### src/rtl/serial_rx_controller.sv
// Control FSM for an asynchronous serial receiver built around an external 8-bit right-shift register.
// Times bit centres, strobes one shift per data bit, checks the stop bit and offers the byte over Valid/Ack.
module serial_rx_controller #(
    parameter int BIT_CYCLES = 8
) (
    input  logic       Clk,
    input  logic       RS,
    input  logic       SIn,
    input  logic [7:0] Q,
    output logic       SID,
    output logic       ShEn,
    output logic       SRClr,
    output logic [7:0] Data,
    output logic       Valid,
    input  logic       Ack,
    output logic       FrmErr,
    output logic       Overrun,
    output logic       Busy
);

    localparam int HALF = BIT_CYCLES / 2;
    localparam int CW   = $clog2(BIT_CYCLES);
    localparam logic [CW-1:0] LAST      = CW'(BIT_CYCLES - 1);
    localparam logic [CW-1:0] HALF_LAST = CW'(HALF - 1);

    typedef enum logic [1:0] {IDLE, START, DATA, STOP} stateT;

    stateT         state, stateNext;
    logic [CW-1:0] cnt, cntNext;
    logic [2:0]    bitIdx, bitIdxNext;
    logic          shift, byteDone, stopErr;

    // State, counters and the consumer-facing byte buffer; a byte landing on an Ack edge wins over the clear
    always_ff @(posedge Clk) begin
        if (RS) begin
            state   <= IDLE;
            cnt     <= '0;
            bitIdx  <= '0;
            Data    <= '0;
            Valid   <= 1'b0;
            Overrun <= 1'b0;
        end else begin
            state  <= stateNext;
            cnt    <= cntNext;
            bitIdx <= bitIdxNext;
            if (byteDone) begin
                Data  <= Q;
                Valid <= 1'b1;
                if (Valid && !Ack) begin
                    Overrun <= 1'b1;
                end else if (Valid && Ack) begin
                    Overrun <= 1'b0;
                end
            end else if (Valid && Ack) begin
                Valid   <= 1'b0;
                Overrun <= 1'b0;
            end
        end
    end

    // Next-state logic; START waits half a bit so every later sample lands at a bit centre
    always_comb begin
        stateNext  = state;
        cntNext    = cnt;
        bitIdxNext = bitIdx;
        shift      = 1'b0;
        byteDone   = 1'b0;
        stopErr    = 1'b0;
        case (state)
            IDLE: begin
                if (!SIn) begin
                    stateNext = START;
                    cntNext   = '0;
                end
            end
            START: begin
                if (cnt == HALF_LAST) begin
                    cntNext = '0;
                    if (!SIn) begin
                        stateNext  = DATA;
                        bitIdxNext = '0;
                    end else begin
                        stateNext = IDLE;
                    end
                end else begin
                    cntNext = cnt + 1'b1;
                end
            end
            DATA: begin
                if (cnt == LAST) begin
                    shift   = 1'b1;
                    cntNext = '0;
                    if (bitIdx == 3'd7) begin
                        stateNext = STOP;
                    end else begin
                        bitIdxNext = bitIdx + 3'd1;
                    end
                end else begin
                    cntNext = cnt + 1'b1;
                end
            end
            STOP: begin
                if (cnt == LAST) begin
                    cntNext   = '0;
                    stateNext = IDLE;
                    if (SIn) begin
                        byteDone = 1'b1;
                    end else begin
                        stopErr = 1'b1;
                    end
                end else begin
                    cntNext = cnt + 1'b1;
                end
            end
            default: stateNext = IDLE;
        endcase
    end

    // Strobes are suppressed during reset so an aborted frame cannot shift or flag
    assign SID    = SIn;
    assign ShEn   = shift & ~RS;
    assign FrmErr = stopErr & ~RS;
    assign SRClr  = RS | ((state == IDLE) & ~SIn);
    assign Busy   = (state != IDLE);

endmodule

### config.mk
export PLATFORM = sky130hd
export DESIGN_NAME = serial_rx_controller
export DESIGN_NICKNAME = d
export VERILOG_FILES = /design/src/rtl/serial_rx_controller.sv
export SDC_FILE = /design/constraint.sdc
export NUM_CORES = 1
export LEC_CHECK = 0
export BUFFER_PORTS_ARGS = -buffer_cell sky130_fd_sc_hd__clkbuf_2
export CAP_MARGIN = 25
export CELL_PAD_IN_SITES_DETAIL_PLACEMENT = 1
export CELL_PAD_IN_SITES_GLOBAL_PLACEMENT = 2
export CORE_MARGIN = 2
export CORE_UTILIZATION = 30
export DETAILED_ROUTE_END_ITERATION = 10
export GPL_TIMING_DRIVEN = 1
export HOLD_SLACK_MARGIN = 0.03
export PLACE_DENSITY_LB_ADDON = 0.1
export SLEW_MARGIN = 20
export SYNTH_ARGS = -nofsm -noshare
export SYNTH_HDL_FRONTEND = slang
export SYNTH_SLANG_ARGS = --single-unit
### constraint.sdc
create_clock -name Clk -period 2.78 [get_ports Clk]
set_input_delay 0.417 -clock Clk [delete_from_list [all_inputs] [get_ports Clk]]
set_output_delay 0.417 -clock Clk [all_outputs]
set_load 0.005 [all_outputs]
After elaboration in Yosys (flattened, before gate mapping)
Index checks and enable logic that the tools add are counted.
- bits in latches: 0
- output and inout bits: 15
- register bits: 18
- memories kept: 0
- memory bits (writable): 0
- bits in read-only memories: 0
- reductions and logical operators: 10
- equal/unequal tests: 13
- div/mod/pow operators: 0
- magnitude comparators: 0
- multiply operators: 0
- bitwise operators: 6
- mux-type cells: 28
- add/subtract/negate cells: 2
- shift operators: 0
- operator list (kind ; number):
    3-bit two-way mux ; 6
    2-bit inequality test, second input constant ; 7
    1-bit two-way mux ; 13
    2-bit two-way mux ; 6
    5-bit AND reduction ; 2
    3-bit case mux with 3 select lines ; 1
    2-bit case mux with 4 select lines ; 1
    3-bit by 1-bit adder with 3-bit output, second input constant ; 2
    3-bit equality test, second input constant ; 2
    3-bit case mux with 2 select lines ; 1
    2-bit nonzero test ; 3
    2-bit equality test, second input constant ; 2
    1-bit bitwise AND ; 3
    3-bit by 2-bit equality test with 1-bit output, second input constant ; 1
    2-bit by 1-bit equality test with 1-bit output, second input constant ; 1
    1-bit logical AND ; 2
    2-bit zero test ; 1
    1-bit NOT ; 2
    2-bit OR reduction ; 1
    1-bit zero test ; 1
    1-bit OR ; 1

Depth between registers and ports, before layout
- word-level depth: 4
- gate-level depth with buffers: 6
- gate-level depth less buffers: 5

Worst setup path before layout
No wires, ideal clock.
- path kind: register to output
- from: register cnt[0]
- to: output port FrmErr
- cell stages (with the launch flop): 5
- data arrival time: 1019 ps
- path buffers: 1
- setup slack: 1344 ps
- cells stage by stage: dfxtp_1 -> ha_1 -> buf_4 -> nand3_2 -> nor4_1
- cells in the longest elaborated chain, start to end: 4
- RTL lines (item ; RTL line ; RTL):
    start: declaration ; 29 ; logic [CW-1:0] cnt, cntNext;
    start signal: assignment ; 44 ; cnt <= cntNext;
    3-bit equality test ; 103 ; if (cnt == LAST) begin
    1-bit two-way mux ; 103 ;
    1-bit two-way mux ; 69 ; case (state)
    1-bit bitwise AND ; 122 ; assign FrmErr = stopErr & ~RS;
    end: declaration ; 16 ; output logic FrmErr,
No other way between the ends.

Worst setup path in the final report
Same ends and word-level chain as after synthesis.

==> impl_results.md <==
- Multi-input logic area: 503 sq um
- Minimum hold slack: 0.319 ns
- DRC Markers: 0
- Internal Pwr Total: 0.356 mW
- Mapped Nets: 123
- Crit-path leading delay family: simple AND/OR/NAND/NOR gates
- Top-area cell type share of the netlist area: 0.380
- Fin. Hold Viols: 0
- Slew margin rel.: 0.687
- Crit. End Element: primary output
- Critical path's slowest cell: dfxtp_1
- HPWL Detailed: 1620 um
- Sink Count: 18
- Die area: 3630 sq um
- Status: completed
- Ranking of synthesized cells by area: dfxtp_1 38%, ha_1 6.6%, a21oi_1 5.8%, nand3_1 4.7%, o21ai_0 4.2%
- Pin count of the biggest net entering global routing: 15
- CP cell instances: ha_1 -> nand3_2 -> nor4_1 -> clkbuf_2
- Gpl congestion: 0.681
- Fin crit period: 2.08 ns
- Leak pwr: 0.441 nW
- Number of buffers added for setup after CTS: 0
- Worst R2R Path Depth: 4
- DR vias: 835
- Core ar.: 3030 sq um
- Router iterations before antenna repair: 4
- Avg Inst Size Synth: 8.95 sq um
- Clock Pin Slew Worst Setup and Hold Paths: 0.10 ns
- DR vias/cell: 4.88
- Fill count: 379
- Setup Viol. Count Final: 0
- Switching share of power: 0.234
- Post-synth EDFFs: 0
- Clock Path Buffers: 2
- Share of synthesized registers carrying an async set or reset: 0
- Combinational Power Share: 0.078
- Die Ht: 60.2 um
- Critical Path Fanout Max: 10
- CTS tree: done
- Detail Route Antenna Nets: 0
- Initial antenna violation count: 0
- DR WL/cell: 13.0 um
- Clk pwr share: 0.348
- Top cell type by total area after synthesis: dfxtp_1
- Final worst-path cycle share: 0.748
- Row cnt: 20
- Synthesized instance count: 106
- GRT Residual Overflow: 0
- Commonest cells post-synth: 18 x dfxtp_1, 11 x a21oi_1, 9 x nand3_1
- # hold bufs at CTS: 0
- Worst-margin pin slew: 0.468 ns
- Number of global-route vias before repair: 820
- Syn-to-layout area delta: 16.8%
- First-pass GRT wire length: 3730 um
- Clock root cell: clkbuf_4
- Setup_tns: 0 ns
- Resized cells post-CTS: 0
- Predominant post-synthesis flop cell: dfxtp_1
- Worst EP arrival: 1.66 ns
- Max cap viols: 0
- Synth warnings: 0
- Htree depth: 1
- Type of the worst min-delay path: in2reg
- Crit Path Category: reg2out
- I/O Buffers: 26
- Post-synth cell types: 36
- Gr busiest metal: met2
- Fin Clk Skew: 0.000783 ns
- Final Net Count: 145
- P_sw: 0.109 mW
- Die span in x: 60.2 um
- Max Slew Vio Count: 0
- Worst Setup Start Kind: register
- Worst EP required: 2.36 ns
- Cell depth of the worst setup path: 4
- I/O Pins: 27
- Register area: 360 sq um
- Grt met1 use: 0.177
- Final wirelength: 2230 um
- Sequential element share of the synthesized area: 0.380
- Met2 Usage GRT: 0.224
- Power Total: 0.465 mW
- Met3 GRT Util: 0.0238
- RSZ-0062 raised after global routing: false
- CP max stage delay: 0.41 ns
- Seq cells post-synth: 18
- Hold Crit Depth: 2
- Starting density of the core: 0.313
- VDD IR max: 0.181 mV
- Worst path buffer plus inverter count: 1
- Synth Cell Area: 948 sq um
- Pwr dens: 420 nW/um^2
- Gr usage total: 0.138
- Seq pwr share: 0.573
- Fmax: 481 MHz
- DRT iter0 DRCs: 14
- Ant diodes: 0
- Most frequent cell after synthesis: dfxtp_1
- Number of CTS-inserted buffers: 3
- Clock Latency Late Sink: 0.29 ns
- Layout cells sized above 1: 0.291
## cell type report
type	count	area share
multi-input combinational	74	0.454
sequential	18	0.325
timing repair buffer	27	0.124
tap	44	0.0497
clock buffer	4	0.0328
inverter	4	0.0136
## path summary, 6_finish.rpt
check	from	endpoint	slack [ns]
setup / recovery	cnt[0]	FrmErr	0.70
hold / removal	Ack	register	0.32
setup reg to reg	cnt[0]	state[0]	1.10
hold reg to reg	Data[3]	Data[3]	0.49
## worst register-to-register path, cell delays in order (launching register included)
cell and delay (ns):
dfxtp_1 0.41, ha_1 0.35, and3_1 0.45, a211oi_1 0.14, a311oi_1 0.25
## placed cells by master, fill, tap and decap left out, types with 2 or more instances in the layout
cell type,instances
a211oi_1,2
a21oi_1,11
a311oi_1,2
a31oi_1,2
clkbuf_2,26
clkbuf_4,3
dfxtp_1,18
ha_1,5
inv_1,3
mux2i_1,3
nand2_1,4
nand2b_1,3
nand3_1,9
nand3b_1,2
nor2_1,4
nor2b_1,4
o21ai_0,8
## power by group through the flow
stage          clock network (mW)  registers, mW  logic, mW
2_1_floorplan                   0          0.269     0.0253
3_3_place_gp                    0          0.272     0.0368
3_5_place_dp                    0          0.272     0.0374
4_1_cts                     0.170          0.267     0.0377
5_1_grt                     0.180          0.267     0.0410
6_report                    0.162          0.266     0.0363
## layer usage
metal	wire [um]	share of wire
met4	19	0.0085
met3	84	0.038
met2	1100	0.49
met1	1030	0.46
met5	0	0
## metrics by stage
stage | util | instance area (sq um) | cells | setup WS [ns]
finish | 0.366 | 1110 | 171 | 0.701
global placement | 0.354 | 1070 | 167 | 1.06
detailed placement | 0.354 | 1070 | 167 | 0.997
CTS | 0.366 | 1110 | 171 | 0.643
global route | 0.366 | 1110 | 171 | 0.545
floorplan | - | 948 | 106 | 1.34
## cells by family after synthesis
kind of cell,synth area share
simple gates,0.218
flops,0.380
mux,0.0317
xor+xnor,0.00924
compound gates,0.206
fa+ha+maj,0.0660
buf+inv,0.0897
No activity file was read; power rests on OpenSTA's default activity.
